**src/rtl/lfsr_msg_encoder_if.sv**
```systemverilog
// ----------------------------------------------------------------------------
// lfsr_msg_encoder_if
//
// Memory bus between the LFSR message encoder and the lab data memory.
// There is one combinational read port and one posedge-sampled write port.
//
//   raddr     read address            (master -> memory)
//   rdata     read data, combinational (memory -> master)
//   write_en  write strobe            (master -> memory)
//   waddr     write address           (master -> memory)
//   wdata     write data              (master -> memory)
//
// Modports:
//   master  the encoder; it drives the addresses and the write strobe
//   slave   the data memory; it returns read data
// ----------------------------------------------------------------------------
interface lfsr_msg_encoder_if;
    logic [7:0] raddr;
    logic [7:0] rdata;
    logic       write_en;
    logic [7:0] waddr;
    logic [7:0] wdata;

    modport master (
        output raddr,
        output write_en,
        output waddr,
        output wdata,
        input  rdata
    );

    modport slave (
        input  raddr,
        input  write_en,
        input  waddr,
        input  wdata,
        output rdata
    );
endinterface

```
**src/rtl/lfsr_msg_encoder.sv**
```systemverilog
// ----------------------------------------------------------------------------
// lfsr_msg_encoder
//
// This is the upstream encryption stage of the lab 5 datapath.
//
// It first reads three configuration bytes from data memory:
//   - the preamble length,
//   - the tap select,
//   - the LFSR seed.
// It then writes a FRAME_LEN-character encrypted frame starting at OUT_BASE.
//
// Frame contents:
//   - The frame is a preamble of PAD_CHAR followed by the plaintext message.
//   - Each character has its low 6 bits XORed with a 6-bit LFSR.
//   - The LFSR advances once per character.
//
// Ports:
//   clk    rising-edge clock
//   init   synchronous active-high reset; the block runs once after release
//   bus    memory bus (master side), see lfsr_msg_encoder_if
//   taps   tap pattern in use; valid from RD_SEED through DONE
//   busy   high while reading the configuration or encoding
//   done   high once the frame is written; held until init
// ----------------------------------------------------------------------------
module lfsr_msg_encoder #(
    parameter int unsigned MSG_BASE  = 0,
    parameter int unsigned OUT_BASE  = 64,
    parameter int unsigned FRAME_LEN = 64,
    parameter int unsigned PREL_ADDR = 61,
    parameter int unsigned TAP_ADDR  = 62,
    parameter int unsigned SEED_ADDR = 63,
    parameter logic [7:0]  PAD_CHAR  = 8'h5F
) (
    input  logic                clk,
    input  logic                init,
    lfsr_msg_encoder_if.master  bus,
    output logic [5:0]          taps,
    output logic                busy,
    output logic                done
);

    typedef enum logic [2:0] {
        IDLE,
        RD_PREL,
        RD_TAP,
        RD_SEED,
        ENC,
        DONE
    } state_t;

    localparam logic [7:0] MSG_BASE_B  = 8'(MSG_BASE);
    localparam logic [7:0] OUT_BASE_B  = 8'(OUT_BASE);
    localparam logic [7:0] PREL_ADDR_B = 8'(PREL_ADDR);
    localparam logic [7:0] TAP_ADDR_B  = 8'(TAP_ADDR);
    localparam logic [7:0] SEED_ADDR_B = 8'(SEED_ADDR);
    localparam logic [6:0] LAST_J      = 7'(FRAME_LEN - 1);

    // The decoder needs at least 7 pad characters to lock on.
    // The frame layout caps the preamble at 12 characters.
    localparam logic [3:0] PREL_MIN = 4'd7;
    localparam logic [3:0] PREL_MAX = 4'd12;

    state_t     state, state_nxt;
    logic [6:0] j, j_nxt;
    logic [5:0] lfsr, lfsr_nxt;
    logic [3:0] prel, prel_nxt;
    logic [5:0] taps_nxt;
    logic [7:0] plain;
    logic       feedback;

    // Clamp the raw preamble-length byte into PREL_MIN..PREL_MAX.
    function automatic logic [3:0] clamp_prel(input logic [7:0] raw);
        if (raw < 8'(PREL_MIN))
            return PREL_MIN;
        else if (raw > 8'(PREL_MAX))
            return PREL_MAX;
        else
            return raw[3:0];
    endfunction

    // Map the tap select to one of the six maximal-length tap patterns.
    // Out-of-range selects (6, 7) fall back to pattern 0.
    function automatic logic [5:0] tap_lookup(input logic [2:0] sel);
        case (sel)
            3'd1:    return 6'h2D;
            3'd2:    return 6'h30;
            3'd3:    return 6'h33;
            3'd4:    return 6'h36;
            3'd5:    return 6'h39;
            default: return 6'h21;
        endcase
    endfunction

    // Feedback bit: the parity of the tapped LFSR bits.
    assign feedback = ^(lfsr & taps);

    // NOTE: state is updated with non-blocking assignments only.
    // Reset is synchronous: init is sampled on the clock edge like any other input.
    always_ff @(posedge clk) begin
        if (init) begin
            state <= IDLE;
            j     <= '0;
            lfsr  <= '0;
            prel  <= '0;
            taps  <= '0;
        end else begin
            state <= state_nxt;
            j     <= j_nxt;
            lfsr  <= lfsr_nxt;
            prel  <= prel_nxt;
            taps  <= taps_nxt;
        end
    end

    // NOTE: every signal written here gets a default first.
    // The defaults make every path through the case assign a value, so no latches are inferred.
    always_comb begin
        state_nxt    = state;
        j_nxt        = j;
        lfsr_nxt     = lfsr;
        prel_nxt     = prel;
        taps_nxt     = taps;
        plain        = PAD_CHAR;
        bus.raddr    = '0;
        bus.write_en = 1'b0;
        bus.waddr    = '0;
        bus.wdata    = '0;
        busy         = 1'b0;
        done         = 1'b0;

        case (state)
            IDLE: begin
                state_nxt = RD_PREL;
            end

            RD_PREL: begin
                busy      = 1'b1;
                bus.raddr = PREL_ADDR_B;
                prel_nxt  = clamp_prel(bus.rdata);
                state_nxt = RD_TAP;
            end

            RD_TAP: begin
                busy      = 1'b1;
                bus.raddr = TAP_ADDR_B;
                taps_nxt  = tap_lookup(bus.rdata[2:0]);
                state_nxt = RD_SEED;
            end

            RD_SEED: begin
                busy      = 1'b1;
                bus.raddr = SEED_ADDR_B;
                // An all-zero LFSR never leaves zero, so replace a zero seed with 1.
                lfsr_nxt  = (bus.rdata[5:0] == 6'd0) ? 6'h01 : bus.rdata[5:0];
                j_nxt     = '0;
                state_nxt = ENC;
            end

            ENC: begin
                busy = 1'b1;
                // While in the preamble, park the read address on the message base.
                // The read data is unused until the message starts.
                if (j < {3'b000, prel}) begin
                    bus.raddr = MSG_BASE_B;
                    plain     = PAD_CHAR;
                end else begin
                    bus.raddr = MSG_BASE_B + {1'b0, j} - {4'b0000, prel};
                    plain     = bus.rdata;
                end
                bus.write_en = 1'b1;
                bus.waddr    = OUT_BASE_B + {1'b0, j};
                bus.wdata    = plain ^ {2'b00, lfsr};
                lfsr_nxt     = {lfsr[4:0], 1'b0} + {5'b00000, feedback};
                j_nxt        = j + 7'd1;
                if (j == LAST_J)
                    state_nxt = DONE;
            end

            DONE: begin
                done = 1'b1;
            end

            default: begin
                state_nxt = IDLE;
            end
        endcase

        // A reset landing mid-frame must not commit the character in flight.
        // The memory samples write_en on the same edge that reset takes effect.
        if (init)
            bus.write_en = 1'b0;
    end

endmodule

```
**src/flat_wrapper.sv**
```systemverilog
// flat-port wrapper written by rule: the top's interface ports become plain ports
module lfsr_msg_encoder_flat 
#(
    parameter int unsigned MSG_BASE  = 0,
    parameter int unsigned OUT_BASE  = 64,
    parameter int unsigned FRAME_LEN = 64,
    parameter int unsigned PREL_ADDR = 61,
    parameter int unsigned TAP_ADDR  = 62,
    parameter int unsigned SEED_ADDR = 63,
    parameter logic [7:0]  PAD_CHAR  = 8'h5F
)
  (clk, init, taps, busy, done, bus_raddr, bus_write_en, bus_waddr, bus_wdata, bus_rdata);
  lfsr_msg_encoder_if bus_i ();
  input  logic clk;
  input  logic init;
  output logic [5:0] taps;
  output logic busy;
  output logic done;
  output wire logic [$bits(bus_i.raddr)-1:0] bus_raddr;
  output wire logic [$bits(bus_i.write_en)-1:0] bus_write_en;
  output wire logic [$bits(bus_i.waddr)-1:0] bus_waddr;
  output wire logic [$bits(bus_i.wdata)-1:0] bus_wdata;
  input wire logic [$bits(bus_i.rdata)-1:0] bus_rdata;
  assign bus_raddr = bus_i.raddr;
  assign bus_write_en = bus_i.write_en;
  assign bus_waddr = bus_i.waddr;
  assign bus_wdata = bus_i.wdata;
  assign bus_i.rdata = bus_rdata;
  lfsr_msg_encoder #(.MSG_BASE(MSG_BASE), .OUT_BASE(OUT_BASE), .FRAME_LEN(FRAME_LEN), .PREL_ADDR(PREL_ADDR), .TAP_ADDR(TAP_ADDR), .SEED_ADDR(SEED_ADDR), .PAD_CHAR(PAD_CHAR)) u_core (.clk(clk), .init(init), .bus(bus_i), .taps(taps), .busy(busy), .done(done));
endmodule
```
**config.mk**
```make
export PLATFORM = sky130hd
export DESIGN_NAME = lfsr_msg_encoder_flat
export DESIGN_NICKNAME = d
export VERILOG_FILES = /design/src/rtl/lfsr_msg_encoder_if.sv /design/src/rtl/lfsr_msg_encoder.sv /design/src/flat_wrapper.sv
export SDC_FILE = /design/constraint.sdc
export NUM_CORES = 1
export LEC_CHECK = 0
export CORE_MARGIN = 2
export CORE_UTILIZATION = 30
export DETAILED_ROUTE_END_ITERATION = 12
export GPL_TIMING_DRIVEN = 0
export PLACE_DENSITY_LB_ADDON = 0.05
export SLEW_MARGIN = 0
export SYNTH_ARGS = -nofsm -noshare
export SYNTH_HDL_FRONTEND = slang
export SYNTH_SLANG_ARGS = --single-unit
```
**constraint.sdc**
```tcl
create_clock -name clk -period 4.5 [get_ports clk]
set_input_delay 0.9 -clock clk [delete_from_list [all_inputs] [get_ports clk]]
set_output_delay 0.9 -clock clk [all_outputs]
set_load 0.01 [all_outputs]
```
==> impl_metrics.tcl <==
set metrics [dict create \
    fmax_mhz 269 \
    cts_setup_buffers 0 \
    dpl.hpwl_um 3890 \
    grt_setup_unrepaired "false" \
    top_usage_layer "met2" \
    portBuffers 39 \
    ir_drop_uv 170 \
    seqCellArea_um2 520 \
    synth_warnings 0 \
    drive_above_1_share 0.0662 \
    die_h_um 79.6 \
    rrSetupSlack_ns 2.84 \
    synth_edf_count 0 \
    powerDensity_nw_per_um2 271 \
    hold_buffers 0 \
    synth_cell_types 42 \
    grt_usage 0.174 \
    netlist.area_leader.share 0.304 \
    slowest_stage "clkdlybuf4s50_1" \
    power.share.clock 0.220 \
    clkSinkCount 26 \
    use_met2 0.264 \
    wire_per_inst_um 15.0 \
    syn-cell-area_um2 1710 \
    layout_min_cycle_time_ns 3.72 \
    ant_nets 0 \
    cp_data_arrival_time_ns 2.82 \
    dp.cells 341 \
    fill_cells 617 \
    synth_seq_area_share 0.304 \
    num_vias 1711 \
    critPathTopFamily "compound AO/OA/AOI/OAI gates" \
    syn_inst 230 \
    yosys-top-cells-count "nor2_1, dfxtp_1, nand2_1, a21oi_1, o21ai_1" \
    power_frac_seq 0.431 \
    place.gp.congestion 0.788 \
    instances_no_fill 344 \
    finalClockSkew_ns 0.00629 \
    fp-row-count 27 \
    drv_cap 0 \
    grt_util_met3 0.0283 \
    endpoint_kind "output port" \
    ctsLongestPathBuffers 2 \
    cp.required_ns 3.60 \
    final_util 0.406 \
    die_width_um 79.6 \
    worst_pin_slew_ns 0.628 \
    synth_top_cell_by_area "dfxtp_1" \
    crit_type "register to output port" \
    power_switching_share 0.333 \
    critPathBufInv 1 \
    fin_crit_sh 0.827 \
    final_max_slew_viol_count 0 \
    setup_viol 0 \
    grt_max_degree 14 \
    grtUsageMet1 0.261 \
    cts_made_buffers 3 \
    synth-seq-cells 26 \
    viasPerCell 4.97 \
    p_leak_uw 0.000817 \
    cts-resized-gates 0 \
    clkTransAtPathRegs_ns 0.09 \
    cts_tree "done" \
    grt_pass1_vias 1590 \
    setup_tns_ns 0 \
    slowest_delay_ns 0.49 \
    hp-class "register to register" \
    drt_wl_total_um 5160 \
    crit_fanout 9 \
    clockRootBuffer "clkbuf_8" \
    p_int_uw 404 \
    p_sw_uw 201 \
    synth.net_count 246 \
    htreeDepth 1 \
    path_cells "ha_1, nor2b_1, o21ai_2, nand2_1, o31ai_4, o21ai_1, clkdlybuf4s50_1" \
    drcViolationCount 0 \
    clk_latency_ns 0.27 \
    placed_cell_area_um2 2190 \
    grt-ovfl-total 0 \
    drtPass1Iterations 4 \
    avgSynthCellArea_um2 7.45 \
    ioPinCount 43 \
    final_area_um2 2240 \
    grt_pass1_wl_um 8500 \
    synthTopCellsByArea "dfxtp_1, nor2_1, nand2_1, xor2_1, xnor2_1" \
    yosysMostFrequentCell "nor2_1" \
    multiInputGateArea_um2 1090 \
    start_util 0.311 \
    timing.slew.headroom 0.580 \
    coreArea_um2 5510 \
    whs_ns 0.479 \
    areaGrowthSynthToFinish_pct 30.4 \
    die_area_um2 6330 \
    antenna_found_initial 0 \
    critPathLaunchType "register" \
    final_hold_viol_count 0 \
    status "finished, final reports clean" \
    drt-initial-drc-count 110 \
    diodes 0 \
    synthArstFlopShare 0 \
    synth-main-ff-cell "dfxtp_1" \
    fin_nets 290 \
    comb_power_share 0.348 \
]
## layout by cell type (no fill, tap or decap), types with 2 or more instances in the layout
master / synthesis / final
nor2_1: 41 / 41
clkdlybuf4s50_1: 0 / 39
nand2_1: 26 / 26
dfxtp_1: 26 / 26
a21oi_1: 12 / 12
o21ai_1: 10 / 10
xor2_1: 9 / 9
inv_1: 8 / 8
xnor2_1: 8 / 8
a31oi_1: 7 / 7
a311oi_1: 7 / 7
nor2b_1: 6 / 6
buf_2: 6 / 6
and2_1: 6 / 6
clkbuf_1: 5 / 5
nor3_1: 5 / 5
ha_1: 5 / 5
nand2b_1: 4 / 4
nand3b_1: 4 / 4
o21ai_0: 3 / 3
a211oi_1: 3 / 3
clkbuf_8: 0 / 3
o21ai_2: 2 / 2
o21a_1: 2 / 2
buf_1: 2 / 2
or4_1: 2 / 2
a21o_1: 2 / 2
and3_1: 2 / 2
nand3_1: 2 / 2
## kinds of logic after synthesis
group	count (synthesis)	synth area share
and+or+nand+nor	103	0.282
AOI/OAI and AO/OA	55	0.218
buffers and inverters	23	0.0613
DFF	26	0.304
adders and majority gates	6	0.0482
xor gates and xnor gates	17	0.0869
## worst register-to-register path, cell delays in order (launching register included)
cell and delay, ns:
dfxtp_1 0.31, buf_2 0.19, nor3b_2 0.24, buf_2 0.28
a21oi_1 0.15, a21o_1 0.19, a21oi_1 0.13, nor2_1 0.05
## registers in the layout, indices dropped and copies added, names as in the netlist
name          count
u_core.prel       4
u_core.j          7
u_core.lfsr       6
u_core.state      3
u_core.taps       6
## per-layer routing
metal	part of all wire	routed length [um]
met1	0.50	2570
met2	0.44	2290
met3	0.054	279
met4	0.0046	24
met5	0	0
## power by group through the flow
stage / sequential [uW] / combinational, uW / clock, uW
2_1_floorplan: 265 / 135 / 0
3_3_place_gp: 267 / 212 / 0
3_5_place_dp: 267 / 210 / 0
4_1_cts: 261 / 212 / 139
5_1_grt: 264 / 237 / 150
6_report: 261 / 211 / 133
## metrics by stage
stage	power, uW	setup WS, ns
floorplan	399	1.88
global placement	479	1.04
detailed placement	477	1.08
CTS	612	0.765
global route	650	0.512
finish	605	0.779
## path summary, 6_finish.rpt
path,start,cells past startpoint,to
worst max-delay path,u_core.j[2]$_SDFFE_PP0P_,7,bus_raddr[4]
worst max register to register,u_core.state[2]$_SDFFE_PP0P_,7,u_core.j[6]$_SDFFE_PP0P_
worst min-delay path,u_core.prel[3]$_SDFFE_PP0P_,2,u_core.prel[3]$_SDFFE_PP0P_
worst min register to register,u_core.prel[3]$_SDFFE_PP0P_,2,u_core.prel[3]$_SDFFE_PP0P_
## area by class of cell
cell class                      instances  area share
Buffer                                 15      0.0336
Clock buffer                            3      0.0185
Inverter                                8      0.0134
Sequential cell                        26       0.233
Timing Repair Buffer                   39       0.175
Tap cell                               72      0.0403
Multi-Input combinational cell        181       0.487
Note: power is estimated with default switching activity, not from simulation.
